File: src/rtl/cpu_defs.sv
// Shared constants for the MIPS pipeline stages.
package cpu_defs;

  localparam logic [31:0] NOP_INSTR          = 32'h0000_0000;
  localparam logic [31:0] DEFAULT_RESET_PC   = 32'h0000_0000;
  localparam logic [31:0] DEFAULT_EXC_VECTOR = 32'h0000_0080;
  localparam logic [31:0] PC_INCREMENT       = 32'd4;

endpackage

File: src/rtl/if_id_register.sv
// Generic pipeline register holding instruction, pc_plus4 and valid, with
// stall (hold) and flush (bubble) controls; flush wins over stall.
module if_id_register
  import cpu_defs::*;
(
  input  logic        clk,
  input  logic        reset_n,
  input  logic        stall,
  input  logic        flush,
  input  logic [31:0] fetch_instruction,
  input  logic [31:0] fetch_pc_plus4,
  input  logic        fetch_valid,
  output logic [31:0] instruction,
  output logic [31:0] pc_plus4,
  output logic        valid
);

  // A bubble is a nop with a cleared valid bit, so later stages ignore it.
  always_ff @(posedge clk or negedge reset_n) begin
    if (!reset_n) begin
      instruction <= NOP_INSTR;
      pc_plus4    <= 32'h0;
      valid       <= 1'b0;
    end else if (flush) begin
      instruction <= NOP_INSTR;
      pc_plus4    <= 32'h0;
      valid       <= 1'b0;
    end else if (!stall) begin
      instruction <= fetch_instruction;
      pc_plus4    <= fetch_pc_plus4;
      valid       <= fetch_valid;
    end
  end

endmodule

File: src/rtl/instruction_fetch_stage.sv
// IF stage: owns the PC, addresses instruction memory, fills IF/ID and
// counts delivered instructions.
module instruction_fetch_stage
  import cpu_defs::*;
#(
  parameter int          RAM_SIZE_BIT = 8,
  parameter logic [31:0] RESET_PC     = DEFAULT_RESET_PC,
  parameter logic [31:0] EXC_VECTOR   = DEFAULT_EXC_VECTOR
) (
  input  logic                    clk,
  input  logic                    reset_n,
  input  logic                    stall,
  input  logic                    flush,
  input  logic                    exception,
  input  logic                    branch_taken,
  input  logic [31:0]             branch_target,
  input  logic                    jump,
  input  logic [31:0]             jump_target,
  output logic [RAM_SIZE_BIT-1:0] imem_address,
  input  logic [31:0]             imem_read_data,
  output logic [31:0]             pc,
  output logic [31:0]             if_id_instruction,
  output logic [31:0]             if_id_pc_plus4,
  output logic                    if_id_valid,
  output logic [31:0]             fetch_count
);

  logic        redirect;
  logic [31:0] redirect_target;
  logic [31:0] pc_plus4;
  logic [31:0] next_pc;
  logic        bubble;

  assign pc_plus4     = pc + PC_INCREMENT;
  assign imem_address = pc[RAM_SIZE_BIT+1:2];
  assign bubble       = redirect | flush;

  // Redirects beat stall so a taken control transfer is never delayed.
  always_comb begin
    redirect        = exception | branch_taken | jump;
    redirect_target = jump_target;
    if (exception)
      redirect_target = EXC_VECTOR;
    else if (branch_taken)
      redirect_target = branch_target;

    if (redirect)
      next_pc = redirect_target & 32'hFFFF_FFFC;
    else if (stall)
      next_pc = pc;
    else
      next_pc = pc_plus4;
  end

  always_ff @(posedge clk or negedge reset_n) begin
    if (!reset_n)
      pc <= RESET_PC;
    else
      pc <= next_pc;
  end

  // Counts exactly the cycles where IF/ID takes a real instruction.
  always_ff @(posedge clk or negedge reset_n) begin
    if (!reset_n)
      fetch_count <= 32'h0;
    else if (!bubble && !stall)
      fetch_count <= fetch_count + 32'd1;
  end

  if_id_register u_if_id_register (
    .clk               (clk),
    .reset_n           (reset_n),
    .stall             (stall),
    .flush             (bubble),
    .fetch_instruction (imem_read_data),
    .fetch_pc_plus4    (pc_plus4),
    .fetch_valid       (1'b1),
    .instruction       (if_id_instruction),
    .pc_plus4          (if_id_pc_plus4),
    .valid             (if_id_valid)
  );

endmodule

File: config.mk
export PLATFORM = sky130hd
export DESIGN_NAME = instruction_fetch_stage
export DESIGN_NICKNAME = d
export VERILOG_FILES = /design/src/rtl/cpu_defs.sv /design/src/rtl/if_id_register.sv /design/src/rtl/instruction_fetch_stage.sv
export SDC_FILE = /design/constraint.sdc
export NUM_CORES = 1
export LEC_CHECK = 0
export BUFFER_PORTS_ARGS = -buffer_cell sky130_fd_sc_hd__buf_2
export CAP_MARGIN = 20
export CORE_MARGIN = 2
export CORE_UTILIZATION = 51
export CTS_BUF_LIST = sky130_fd_sc_hd__clkbuf_8
export DETAILED_ROUTE_END_ITERATION = 12
export PLACE_DENSITY = 0.9
export SYNTH_ARGS = -nofsm -noshare
export SYNTH_HDL_FRONTEND = slang
export SYNTH_SLANG_ARGS = --single-unit
File: constraint.sdc
create_clock -name clk -period 2.4 [get_ports clk]
set_clock_uncertainty 0.05 [all_clocks]
set_input_delay 0.48 -clock clk [delete_from_list [all_inputs] [get_ports clk]]
set_output_delay 0.48 -clock clk [all_outputs]
set_load 0.01 [all_outputs]
==> impl_metrics.json <==
{
  "cp_cell_sequence": "ha_1 > nand4_1 > nor3_1 > buf_4 > and3_1 > a31oi_1 > a2bb2oi_1",
  "period_share_pct": 93.3,
  "maxCapViolCount": 0,
  "yosys.area.top_type_share_pct": 49.0,
  "dieWidth_um": 116,
  "switching_share_pct": 24.7,
  "crit_fanout": 7,
  "outcome": "completed",
  "report.final.slew_viol_count": 0,
  "grtUsageMet1_pct": 34.4,
  "critPathKind": "reg -> reg",
  "timing.final.ws_setup_ns": 0.161,
  "async_flop_share_pct": 100,
  "grt_usage_pct": 26.5,
  "clockBufferDepth": 2,
  "synth_flop_cell": "dfrtp_1",
  "via_per_inst": 5.57,
  "worstPathArrival_ns": 2.52,
  "ant_nets": 0,
  "cts_buffers": 17,
  "synth_cells": 634,
  "insertion_delay_ns": 0.43,
  "ys_types": 57,
  "crit_family": "simple AND/OR/NAND/NOR gates",
  "drc": 0,
  "cts.sinks": 125,
  "sequentialPowerShare_pct": 44.9,
  "hp-class": "in -> reg",
  "drive_gt1_share_pct": 36.1,
  "vdd_drop_max_v": 0.000302,
  "die_area_um2": 13400,
  "grt_most_used_layer": "met2",
  "crit_buf_inv": 1,
  "worstSetupEndpointType": "flip-flop",
  "dp_hpwl_um": 13000,
  "power_density_nw_per_um2": 607,
  "hold_viol_final": 0,
  "grt_max_degree": 64,
  "drtPass1Iterations": 5,
  "grt_pass1_wl_um": 27500,
  "numPlacedInstances": 1016,
  "p_sw_mw": 1.24,
  "p_leak_nw": 4.26,
  "comb_power_share_pct": 10.6,
  "post_cts.repair.setup_buffers": 0,
  "diodes": 0,
  "numPortBuffers": 231,
  "dp_slack_ns": 0.0634,
  "wl_um": 17600,
  "tightest_slew_ns": 0.516,
  "yosys.area.top_type": "dfrtp_1",
  "post_drt_wl_per_cell_um": 16.8,
  "root_buffer": "clkbuf_8",
  "ioPinCount": 240,
  "critical_path.startpoint_type": "flip-flop",
  "p_int_mw": 3.77,
  "cts_tree": "yes",
  "rsz0062_at_grt": "false",
  "dieHeight_um": 116,
  "synthTopCellsByArea": "dfrtp_1, xnor2_1, nand2_1, a22o_1, o21ai_0",
  "ys_warn_count": 0,
  "fill_cells": 948,
  "h-tree-depth": 4,
  "slowest_stage": "nor3_1",
  "core_area_um2": 12100,
  "overflow": 0,
  "max_freq_mhz": 447,
  "clockPowerShare_pct": 44.5,
  "path_clk_slew_ns": 0.08,
  "grt_antenna_before_repair": 0,
  "setup_violations": 0,
  "netlist_area_um2": 6380,
  "synth-seq-cells": 125,
  "vias": 5844,
  "required_ns": 2.68,
  "grt_pass1_vias": 5414,
  "place.gp.congestion": 0.956,
  "area_growth_pct": 29.4,
  "postSynthAreaPerCell_um2": 10.1,
  "drtIter0Drc": 473,
  "synth_edf_count": 0,
  "slew_headroom_pct": 65.6,
  "fin_crit_ns": 2.24,
  "start_util_pct": 52.7,
  "nNetsFinal": 973,
  "yosysSeqAreaShare_pct": 49.0,
  "met2_usage_pct": 43.4,
  "finalNonFillerCells": 1049,
  "grtUsageMet3_pct": 6.33,
  "setup_tns_ns": 0,
  "num_rows": 40,
  "cpPeakStageDelay_ns": 0.47
}
==> cell families (layout without fill, tap and decap cells) <==
logic type / Yosys count / in the layout / share of synthesized area [%]
xor+xnor: 59 / 59 / 8.10
flops: 125 / 125 / 49.0
simple gates: 212 / 212 / 17.4
fa+ha+maj: 2 / 2 / 0.392
compound gates: 152 / 152 / 15.9
mux: 29 / 29 / 4.79
buf+inv: 54 / 298 / 4.39
other cells: 1 / 4 / 0.0588
==> per-layer routing <==
layer / wire length, um / vias up
li1: - / 2722
met1: 7150 / 2782
met2: 8630 / 310
met3: 1530 / 30
met4: 315 / 0
met5: 0 / -
==> final cells by class <==
class / count / area [um2] / area share, %
Sequential cell: 125 / 3130 / 37.9
Timing Repair Buffer: 258 / 1400 / 17.0
Tap cell: 168 / 210 / 2.55
Inverter: 8 / 30.0 / 0.364
Clock inverter: 14 / 240 / 2.91
Multi-Input combinational cell: 458 / 2990 / 36.3
Clock buffer: 18 / 248 / 3.00
==> power groups by stage <==
stage	Combinational, mW	Clock, mW	Sequential, mW
finish	0.530	2.23	2.25
global route	0.586	2.37	2.26
CTS	0.532	2.27	2.25
detailed placement	0.528	0	2.29
global placement	0.516	0	2.29
floorplan	0.259	0	2.29
==> through the flow <==
step / power (mW) / hold slack, ns / area [um2] / utilization [%]
floorplan: 2.55 / 0.134 / 6390 / -
global placement: 2.80 / 0.407 / 7750 / 64.0
detailed placement: 2.82 / 0.412 / 7750 / 64.0
CTS: 5.05 / 0.186 / 8250 / 68.1
global route: 5.21 / 0.182 / 8250 / 68.1
finish: 5.01 / 0.211 / 8250 / 68.1
==> flip-flops by register name, summed over array words and instances (netlist names) <==
name / flops
fetch_count: 32
u_if_id_register.instruction: 32
pc: 30
u_if_id_register.pc_plus4: 30
u_if_id_register.valid: 1
==> cells in the final DEF (no fill, tap or decap), drive strengths merged, types with 3 or more instances in the layout <==
master,count
a211oi,3
a21oi,28
a22o,33
a2bb2oi,8
a31oi,5
and3,17
and4,4
buf,257
bufinv,6
clkbuf,18
clkinv,5
conb,4
dfrtp,125
inv,9
mux2,12
mux2i,17
nand2,84
nand3,22
nand4,16
nor2,36
nor3,9
nor4,8
o21a,5
o21ai,49
o22a,5
o22ai,4
or3,3
xnor2,39
xor2,20
==> final timing paths <==
check                                         from                                to  slack [ns]  depth (start not counted)
worst min-delay path            imem_read_data[17]  u_if_id_register.instruction[17]        0.21                          2
max in group asynchronous                  reset_n     u_if_id_register.pc_plus4[18]        1.16                          3
worst max register to register               pc[2]                            pc[14]        0.16                          7
worst min register to register     fetch_count[31]                   fetch_count[31]        0.42                          1
worst max-delay path                         pc[2]                            pc[14]        0.16                          7
min in group asynchronous                  reset_n                   fetch_count[11]        0.51                          2
==> synthesized netlist by cell type, types with 4 or more instances <==
cell / n
a21oi_1: 28
a22o_1: 33
a2bb2oi_1: 8
a31oi_1: 5
and3_1: 16
and4_1: 4
buf_2: 13
buf_4: 12
clkbuf_1: 16
dfrtp_1: 125
inv_1: 8
mux2_2: 12
mux2i_1: 17
nand2_1: 84
nand3_1: 18
nand3_2: 4
nand4_1: 15
nor2_1: 36
nor3_1: 7
nor4_1: 4
o21a_1: 5
o21ai_0: 49
o22a_1: 5
o22ai_1: 4
xnor2_1: 39
xor2_1: 20
==> timing repair <==
action / in CTS / in global routing
hold endpoints to repair: 35 / 0
hold buffers: 1 / 0
resized for setup: 0 / 0
No activity file was read; power rests on OpenSTA's default activity.
